File: src/rtl/bure_stage_if_pkg.sv
// Shared types and constants for the bure instruction-fetch stage.
// Holds the FSM encoding, the sequential PC step and the request-counter width.
package bure_stage_if_pkg;

    typedef enum logic {
        ST_BOOT,
        ST_RUN
    } state_e;

    localparam int PC_INC = 4;
    localparam int CNT_W  = 8;

endpackage

File: src/rtl/bure_stage_if_if.sv
// Fetch-stage bus bundle: instruction-memory request/response, redirect from
// execute and the decode handshake. master = fetch stage, slave = environment.
interface bure_stage_if_if #(
    parameter int INSTR_WIDTH = 32
);

    logic                   o_imem_req;
    logic [INSTR_WIDTH-1:0] o_imem_addr;
    logic                   i_imem_gnt;
    logic                   i_imem_rvalid;
    logic [INSTR_WIDTH-1:0] i_imem_rdata;
    logic                   i_redirect_valid;
    logic [INSTR_WIDTH-1:0] i_redirect_pc;
    logic                   o_instr_valid;
    logic [INSTR_WIDTH-1:0] o_instr;
    logic [INSTR_WIDTH-1:0] o_pc;
    logic                   i_instr_ready;

    modport master (
        output o_imem_req, o_imem_addr, o_instr_valid, o_instr, o_pc,
        input  i_imem_gnt, i_imem_rvalid, i_imem_rdata,
        input  i_redirect_valid, i_redirect_pc, i_instr_ready
    );

    modport slave (
        input  o_imem_req, o_imem_addr, o_instr_valid, o_instr, o_pc,
        output i_imem_gnt, i_imem_rvalid, i_imem_rdata,
        output i_redirect_valid, i_redirect_pc, i_instr_ready
    );

endinterface

File: src/rtl/bure_fifo.sv
// Small power-of-two circular buffer with push, pop, synchronous flush and count.
// The head entry is presented combinationally on o_rdata; storage is not reset.
module bure_fifo #(
    parameter int WIDTH = 64,
    parameter int DEPTH = 2
) (
    input  logic                     i_clk,
    input  logic                     i_rst,
    input  logic                     i_push,
    input  logic                     i_pop,
    input  logic                     i_flush,
    input  logic [WIDTH-1:0]         i_wdata,
    output logic [WIDTH-1:0]         o_rdata,
    output logic [$clog2(DEPTH):0]   o_count
);

    localparam int AW = $clog2(DEPTH);
    localparam logic [AW:0] FULL = (AW+1)'(DEPTH);

    logic [WIDTH-1:0] mem_q [DEPTH];
    logic [AW-1:0]    wptr_q, wptr_d, rptr_q, rptr_d;
    logic [AW:0]      count_q, count_d;
    logic             do_push, do_pop;

    always_comb begin
        do_pop  = i_pop && (count_q != '0);
        // A push into a full buffer is legal only when the head leaves in the same cycle.
        do_push = i_push && !i_flush && ((count_q != FULL) || do_pop);
        wptr_d  = wptr_q;
        rptr_d  = rptr_q;
        count_d = count_q;
        if (i_flush) begin
            wptr_d  = '0;
            rptr_d  = '0;
            count_d = '0;
        end else begin
            if (do_push) wptr_d = wptr_q + AW'(1);
            if (do_pop)  rptr_d = rptr_q + AW'(1);
            count_d = count_q + (AW+1)'(do_push) - (AW+1)'(do_pop);
        end
    end

    always_ff @(posedge i_clk) begin
        if (i_rst) begin
            wptr_q  <= '0;
            rptr_q  <= '0;
            count_q <= '0;
        end else begin
            wptr_q  <= wptr_d;
            rptr_q  <= rptr_d;
            count_q <= count_d;
        end
    end

    always_ff @(posedge i_clk) begin
        if (do_push) mem_q[wptr_q] <= i_wdata;
    end

    assign o_rdata = mem_q[rptr_q];
    assign o_count = count_q;

endmodule

File: src/rtl/bure_stage_if.sv
// Instruction-fetch stage: credit-limited in-order fetch into a small buffer,
// with redirect flush and dropping of responses that belong to the old path.
module bure_stage_if
    import bure_stage_if_pkg::*;
#(
    parameter int                     INSTR_WIDTH = 32,
    parameter logic [INSTR_WIDTH-1:0] RESET_PC    = '0,
    parameter int                     FIFO_DEPTH  = 2
) (
    input  logic            i_clk,
    input  logic            i_rst,
    bure_stage_if_if.master bus
);

    localparam int CW = $clog2(FIFO_DEPTH) + 1;
    localparam int FW = 2 * INSTR_WIDTH;
    localparam logic [INSTR_WIDTH-1:0] PC_STEP = INSTR_WIDTH'(PC_INC);
    localparam logic [CNT_W-1:0]       CREDITS = CNT_W'(FIFO_DEPTH);

    state_e                 state_q, state_d;
    logic [INSTR_WIDTH-1:0] pc_q, pc_d, resp_pc_q, resp_pc_d, redirect_tgt;
    logic [CNT_W-1:0]       os_q, os_d, drop_q, drop_d, live;
    logic [CW-1:0]          fifo_count;
    logic [FW-1:0]          fifo_rdata;
    logic                   req, fire, push, pop, flush;

    always_comb begin
        state_d = state_q;
        case (state_q)
            ST_BOOT: state_d = ST_RUN;
            ST_RUN:  state_d = ST_RUN;
            default: state_d = ST_BOOT;
        endcase
    end

    always_comb begin
        // os_q counts every granted-but-unanswered request; live excludes the doomed ones.
        live         = os_q - drop_q;
        req          = (state_q == ST_RUN) && ((live + CNT_W'(fifo_count)) < CREDITS)
                       && (os_q != '1);
        fire         = req && bus.i_imem_gnt;
        pop          = (fifo_count != '0) && bus.i_instr_ready;
        redirect_tgt = bus.i_redirect_pc & ~INSTR_WIDTH'(3);
        os_d         = os_q + CNT_W'(fire) - CNT_W'(bus.i_imem_rvalid);
        pc_d         = fire ? pc_q + PC_STEP : pc_q;
        drop_d       = drop_q;
        resp_pc_d    = resp_pc_q;
        push         = 1'b0;
        flush        = 1'b0;
        if (bus.i_redirect_valid) begin
            // Everything still outstanding after this edge, including this cycle's grant, is stale.
            flush     = 1'b1;
            pc_d      = redirect_tgt;
            resp_pc_d = redirect_tgt;
            drop_d    = os_d;
        end else if (bus.i_imem_rvalid) begin
            if (drop_q != '0) begin
                drop_d = drop_q - CNT_W'(1);
            end else begin
                push      = 1'b1;
                resp_pc_d = resp_pc_q + PC_STEP;
            end
        end
    end

    always_ff @(posedge i_clk) begin
        if (i_rst) begin
            state_q   <= ST_BOOT;
            pc_q      <= RESET_PC;
            resp_pc_q <= RESET_PC;
            os_q      <= '0;
            drop_q    <= '0;
        end else begin
            state_q   <= state_d;
            pc_q      <= pc_d;
            resp_pc_q <= resp_pc_d;
            os_q      <= os_d;
            drop_q    <= drop_d;
        end
    end

    bure_fifo #(
        .WIDTH (FW),
        .DEPTH (FIFO_DEPTH)
    ) u_fifo (
        .i_clk   (i_clk),
        .i_rst   (i_rst),
        .i_push  (push),
        .i_pop   (pop),
        .i_flush (flush),
        .i_wdata ({bus.i_imem_rdata, resp_pc_q}),
        .o_rdata (fifo_rdata),
        .o_count (fifo_count)
    );

    assign bus.o_imem_req    = req;
    assign bus.o_imem_addr   = pc_q;
    assign bus.o_instr_valid = (fifo_count != '0);
    assign bus.o_instr       = fifo_rdata[FW-1:INSTR_WIDTH];
    assign bus.o_pc          = fifo_rdata[INSTR_WIDTH-1:0];

endmodule

File: src/flat_wrapper.sv
// flat-port wrapper written by rule: the top's interface ports become plain ports
module bure_stage_if_flat import bure_stage_if_pkg::*;
#(
    parameter int                     INSTR_WIDTH = 32,
    parameter logic [INSTR_WIDTH-1:0] RESET_PC    = '0,
    parameter int                     FIFO_DEPTH  = 2
)
  (i_clk, i_rst, bus_o_imem_req, bus_o_imem_addr, bus_o_instr_valid, bus_o_instr, bus_o_pc, bus_i_imem_gnt, bus_i_imem_rvalid, bus_i_imem_rdata, bus_i_redirect_valid, bus_i_redirect_pc, bus_i_instr_ready);
  bure_stage_if_if #(.INSTR_WIDTH(INSTR_WIDTH)) bus_i ();
  input  logic i_clk;
  input  logic i_rst;
  output wire logic [$bits(bus_i.o_imem_req)-1:0] bus_o_imem_req;
  output wire logic [$bits(bus_i.o_imem_addr)-1:0] bus_o_imem_addr;
  output wire logic [$bits(bus_i.o_instr_valid)-1:0] bus_o_instr_valid;
  output wire logic [$bits(bus_i.o_instr)-1:0] bus_o_instr;
  output wire logic [$bits(bus_i.o_pc)-1:0] bus_o_pc;
  input wire logic [$bits(bus_i.i_imem_gnt)-1:0] bus_i_imem_gnt;
  input wire logic [$bits(bus_i.i_imem_rvalid)-1:0] bus_i_imem_rvalid;
  input wire logic [$bits(bus_i.i_imem_rdata)-1:0] bus_i_imem_rdata;
  input wire logic [$bits(bus_i.i_redirect_valid)-1:0] bus_i_redirect_valid;
  input wire logic [$bits(bus_i.i_redirect_pc)-1:0] bus_i_redirect_pc;
  input wire logic [$bits(bus_i.i_instr_ready)-1:0] bus_i_instr_ready;
  assign bus_o_imem_req = bus_i.o_imem_req;
  assign bus_o_imem_addr = bus_i.o_imem_addr;
  assign bus_o_instr_valid = bus_i.o_instr_valid;
  assign bus_o_instr = bus_i.o_instr;
  assign bus_o_pc = bus_i.o_pc;
  assign bus_i.i_imem_gnt = bus_i_imem_gnt;
  assign bus_i.i_imem_rvalid = bus_i_imem_rvalid;
  assign bus_i.i_imem_rdata = bus_i_imem_rdata;
  assign bus_i.i_redirect_valid = bus_i_redirect_valid;
  assign bus_i.i_redirect_pc = bus_i_redirect_pc;
  assign bus_i.i_instr_ready = bus_i_instr_ready;
  bure_stage_if #(.INSTR_WIDTH(INSTR_WIDTH), .RESET_PC(RESET_PC), .FIFO_DEPTH(FIFO_DEPTH)) u_core (.i_clk(i_clk), .i_rst(i_rst), .bus(bus_i));
endmodule
File: config.mk
export PLATFORM = sky130hd
export DESIGN_NAME = bure_stage_if_flat
export DESIGN_NICKNAME = d
export VERILOG_FILES = /design/src/rtl/bure_stage_if_pkg.sv /design/src/rtl/bure_stage_if_if.sv /design/src/rtl/bure_fifo.sv /design/src/rtl/bure_stage_if.sv /design/src/flat_wrapper.sv
export SDC_FILE = /design/constraint.sdc
export NUM_CORES = 1
export LEC_CHECK = 0
export ABC_AREA = 1
export CELL_PAD_IN_SITES_DETAIL_PLACEMENT = 0
export CELL_PAD_IN_SITES_GLOBAL_PLACEMENT = 1
export CORE_UTILIZATION = 37
export DETAILED_ROUTE_END_ITERATION = 8
export PLACE_DENSITY_LB_ADDON = 0.1
export SLEW_MARGIN = 25
export SYNTH_ARGS = -nofsm -noshare
export SYNTH_HDL_FRONTEND = slang
export SYNTH_SLANG_ARGS = --single-unit
File: constraint.sdc
create_clock -name i_clk -period 4.74 [get_ports i_clk]
set_input_delay 1.185 -clock i_clk [delete_from_list [all_inputs] [get_ports i_clk]]
set_output_delay 1.185 -clock i_clk [all_outputs]
set_load 0.02 [all_outputs]
Yosys cells after proc, flatten, opt, wreduce, memory -nomap -nowiden --
Memory sizes are Yosys's and may differ from the RTL's. A register that Yosys moved wholly into a read port is not among the register bits. Index checks and enable logic that the tools add are counted.
Storage, ports and cells: RAM bits 128, memories kept 1, logic and storage cells 63, bits in registers 85
Memory list:
- u_core.u_fifo.mem_q | words 2, width 64, read ports 1, clocked after Yosys merged registers in 1, write ports 1, line bure_fifo.sv:20 | logic [WIDTH-1:0] mem_q [DEPTH];
Operators by class: mux-type cells 17, reduce and logical (&&, ||, !) cells 19, bitwise gates (word level) 1, order comparisons 1, add/subtract/negate cells 11, equality and inequality tests 3
Operators by type and width (number):
- 32-bit two-way mux | 5
- 32-bit by 3-bit adder with 32-bit output, second input constant | 2
- 8-bit two-way mux | 3
- 1-bit two-way mux | 9
- 8-bit by 1-bit adder with 8-bit output | 1
- 8-bit by 2-bit adder with 8-bit output | 1
- 8-bit by 2-bit less-than comparator with 1-bit output, second input constant | 1
- 8-bit inequality test, second input constant | 1
- 2-bit nonzero test | 4
- 8-bit nonzero test | 1
- 8-bit by 1-bit subtractor with 8-bit output | 1
- 8-bit by 1-bit subtractor with 8-bit output, second input constant | 1
- 8-bit subtractor | 1
- 1-bit logical AND | 7
- 2-bit AND reduction | 3
- 2-bit inequality test, second input constant | 2
- 2-bit OR reduction | 2
- 1-bit adder, second input constant | 2
- 2-bit by 1-bit adder with 2-bit output | 1
- 2-bit by 1-bit subtractor with 2-bit output | 1
- 1-bit logical NOT | 1
- 1-bit logical OR | 1
- 1-bit NOT | 1

Depth between registers and ports, before layout --
depth in word-level cells 9, depth in mapped cells 27, gate-level depth less buffers 26

By module --
A second synthesis with hierarchy kept.
Unflattened totals: cells, all modules 1207, area, all modules 11162.0 µm²
Modules (own cells, without submodules):
- bure_stage_if | area an instance 5987.0 µm², instances 1, cells each 970
- bure_fifo | area an instance 5175.0 µm², instances 1, cells each 237

Worst setup path after synthesis --
No wires, ideal clock.
kind input-to-reg, from input bus_i_imem_rvalid, to memory u_core.u_fifo.mem_q[0][10] (enable), arrival 4373 ps, cell stages on the path 7, setup slack -115 ps, buffers on the path 1, cell sequence inv_1 -> nor2_4 -> inv_2 -> nor2_2 -> buf_4 -> nand2_2 -> nor2_1
Between the ends: cells in the longest elaborated chain, start to end 6
RTL lines:
- from (decl) | line flat_wrapper.sv:18 | input wire logic [$bits(bus_i.i_imem_rvalid)-1:0] bus_i_imem_rvalid;
- 1-bit two-way mux | line bure_stage_if.sv:56 | end else if (bus.i_imem_rvalid) begin
- 1-bit two-way mux | line bure_stage_if.sv:50 | if (bus.i_redirect_valid) begin
- 1-bit logical AND (2 in series) | line bure_fifo.sv:28 | do_push = i_push && !i_flush && ((count_q != FULL) || do_pop);
- 1-bit two-way mux | line bure_fifo.sv:56 | if (do_push) mem_q[wptr_q] <= i_wdata;
- 1-bit two-way mux (not written as such) | line bure_fifo.sv:56
- to (decl) | line bure_fifo.sv:20
No other way between the ends.

Final worst setup path --
from register u_core.u_fifo.count_q[1], in the netlist u_core.u_fifo.o_count[1], to output bus_o_imem_req
Between the ends: cells in the longest elaborated chain, start to end 4
RTL lines:
- from (decl) | line bure_fifo.sv:22 | logic [AW:0] count_q, count_d;
- from (signal assigned) | line bure_fifo.sv:51 | count_q <= count_d;
- 8-bit by 2-bit adder with 8-bit output | line bure_stage_if.sv:39 | req = (state_q == ST_RUN) && ((live + CNT_W'(fifo_count)) < CREDITS)
- 8-bit by 2-bit less-than comparator with 1-bit output | line bure_stage_if.sv:39
- 1-bit logical AND | line bure_stage_if.sv:39
- 1-bit logical AND | line bure_stage_if.sv:40 | && (os_q != '1);
- to (decl) | line flat_wrapper.sv:12 | output wire logic [$bits(bus_i.o_imem_req)-1:0] bus_o_imem_req;
No other way between the ends.

==> results.md <==
- Outcome: finished, final reports clean
- Antenna diodes: 0
- Power Dens Cells: 410.9 nW/um^2
- Die Y: 169.5 microns
- Clk_lat worst skew: 0.51 ns
- DR iter-0 viols: 628
- Area contributors post-synth: edfxtp_1 (36%), dfxtp_1 (16%), nand2_1 (10%), mux2_2 (6.7%), inv_1 (3.9%)
- Xor/xnor cell area share of the yosys netlist: 0.03795
- Syn avg cell area: 9.134 sq um
- Die ar.: 28740 sq um
- Synth-to-Final Area Change: 26.95%
- Initial Utilization: 0.3811
- CTS clock-pin slew for the worst setup and hold paths: 0.06 ns
- Final hold vios: 0
- Share of cells above drive strength 1: 0.09855
- Fin cells: 1681
- Synth cell types: 45
- Syn Inst Count: 1137
- Vias per Instance: 4.786
- RePlAce Congestion: 0.8033
- Final nets: 1392
- Vias in the first global route: 7704
- Remaining global-route overflow: 0
- Hold Crit Class: reg2reg
- Initial antenna violation count: 0
- Post-synth top area share: 0.3586
- Compound-gate portion of the synthesized area: 0.06663
- CP Class: reg2out
- Sequential area share after synthesis: 0.5166
- RR Startpoint: u_core.u_fifo.o_count[1]
- FF-to-FF setup slack: 1.01 ns
- Minimum clock period: 4.144 ns
- Combinational family with the most area after synthesis: simple AND/OR/NAND/NOR gates
- Clk_skew: 0.01600 ns
- Register Area: 5366 sq um
- Site row count: 60
- Lkg Pwr: 4.970 nW
- Hold wc startpoint: u_core.u_fifo.rptr_q
- Post-Syn Area: 10380 sq um
- Drt first pass iters: 5
- Antenna Nets Post-Route: 0
- Total power: 5.418 mW
- Clk sinks: 206
- First-pass GRT wire length: 41890 microns
- Final Max Slew Viols: 0
- Worst Setup SP: u_core.u_fifo.o_count[1]
- Gr usage total: 0.1842
- Adder-cell share of the synthesized area: 0.03831
- Critical path capture point type: output port
- Max clock buf depth: 3
- Actual slew at the worst max-slew pin: 0.8391 ns
- Setup bufs post-CTS: 0
- Worst VDD drop: 0.0002108 V
- H-tree depth: 1
- Die Span X: 169.5 microns
- Leading area contributor after synthesis: edfxtp_1
- I/O pins: 168
- Largest net degree at the start of global routing: 63
- Core Area: 27250 sq um
- Max-slew headroom: 0.4406
- Root Driver: clkbuf_16
- Critical Path Start Type: register
- Most common cell after layout, fill and taps aside: nand2_1
- Multi-input logic area: 4410 sq um
- CTS tree: built
- Final WL: 26390 microns
- Hold Buf Count CTS: 0
- Crit share post-route: 0.8743
- CP arrival: 2.96 ns
- Simple-gate portion of the synthesized area: 0.2117
- Vias: 8045
- Commonest cells after routing, fill and taps aside: nand2_1 (278), clkdlybuf4s50_1 (158), edfxtp_1 (124)
- Max Freq: 241.3 MHz
- PortBufs: 161
- Final number of setup-violating endpoints: 0
- Fill cells: 2657
- Placed Cells incl. Taps: 1638
- Mux contribution to synthesized area: 0.06723
- TritonCTS buffer count: 24
- Crit Path Max Fanout: 3
- Post-DP HPWL: 18560 microns
- RSZ-0062 raised after global routing: false
- DRC errors left: 0
- YS warnings: 0
- Crit path required time: 3.56 ns
- Synthesized flop and latch total: 206
- Max cap viols: 0
- Drt wl/cell: 15.70 microns
synthesized netlist by cell type (all sizes together):
master and instances:
inv 110, or2 3, nor3b 1, nand3b 7, and2 1, nand3 82, nand4 13, a211oi 1
xor2 32, clkbuf 22, nand2 280, mux2 62, nor4 1, a31oi 9, a21oi 66, edfxtp 124
o211ai 7, o21ai 43, buf 21, and3 1, fa 3, o31ai 1, dfxtp 82, nor3 20
clkinv 2, xnor2 13, ha 27, conb 1, o21bai 1, nor2 99, o22ai 1, o2111ai 1
what timing repair did:
action / CTS / global route
gates resized for setup: 0 / 1
setup endpoints to repair: 0 / 1
hold endpoints to repair: 0 / 0
area by class of cell:
type / count / share of cell area
sequential: 206 / 0.4070
multi-input combinational: 779 / 0.3345
timing repair buffer: 169 / 0.1281
clock buffer: 31 / 0.04916
tap: 372 / 0.03530
inverter: 112 / 0.03189
clock inverter: 12 / 0.01395
metal layers:
metal | global-route usage | up-vias | part of all wire
li1 | - | 4111 | -
met1 | 0.2704 | 3707 | 0.51
met5 | 0 | - | 0
met2 | 0.2913 | 197 | 0.43
met4 | 0.03251 | 0 | 0.012
met3 | 0.02449 | 30 | 0.047
cell families after synthesis:
family / after synthesis
compound gates: 130
other cells: 1
mux: 62
flops: 206
fa+ha+maj: 30
buf+inv: 155
xor+xnor: 45
simple gates: 508
sequential cells by signal, summed over array words and instances (netlist names), named ones only:
signal / cells
u_core.bus.o_imem_addr: 30
u_core.drop_q: 8
u_core.os_q: 8
u_core.resp_pc_q: 30
u_core.state_q: 1
u_core.u_fifo.mem_q: 124
u_core.u_fifo.o_count: 2
u_core.u_fifo.rptr_q: 1
u_core.u_fifo.wptr_q: 1
final timing paths:
path,to,depth (start not counted)
hold reg to reg,register,1
setup reg to reg,u_core.drop_q[6],24
setup / recovery,bus_o_imem_req,12
hold / removal,register,1
worst max-delay path, cell delays in order (launching register included):
cell	delay [ns]
dfxtp_1	0.36
inv_1	0.10
fa_1	0.55
fa_1	0.45
inv_1	0.08
nand2_1	0.05
nand2_1	0.10
nand3_1	0.08
nand2_1	0.07
nand3_1	0.11
nor2_4	0.13
and3_1	0.16
dlymetal6s2s_1	0.22
power breakdown:
| group | total [mW] | internal, mW | leakage [nW] | switching [mW] |
|---|---|---|---|---|
| combinational | 1.33 | 0.533 | 2.76 | 0.792 |
| sequential | 2.15 | 2.03 | 1.81 | 0.115 |
| clock | 1.94 | 1.23 | 0.404 | 0.711 |
metrics by stage:
stage	setup TNS [ns]	hold WS, ns	worst slack (ns)	utilization	cell area, sq um
4_1_cts	0	0.4516	0.1672	0.4837	13180
3_3_place_gp	0	0.4375	0.7178	0.4532	12350
5_1_grt	0	0.4724	0.3293	0.4838	13180
3_5_place_dp	0	0.4397	0.7250	0.4532	12350
2_1_floorplan	-14.32	0.4256	-0.1154	-	10400
6_report	0	0.4496	0.5959	0.4838	13180
Power figures use the tool's default switching activity.
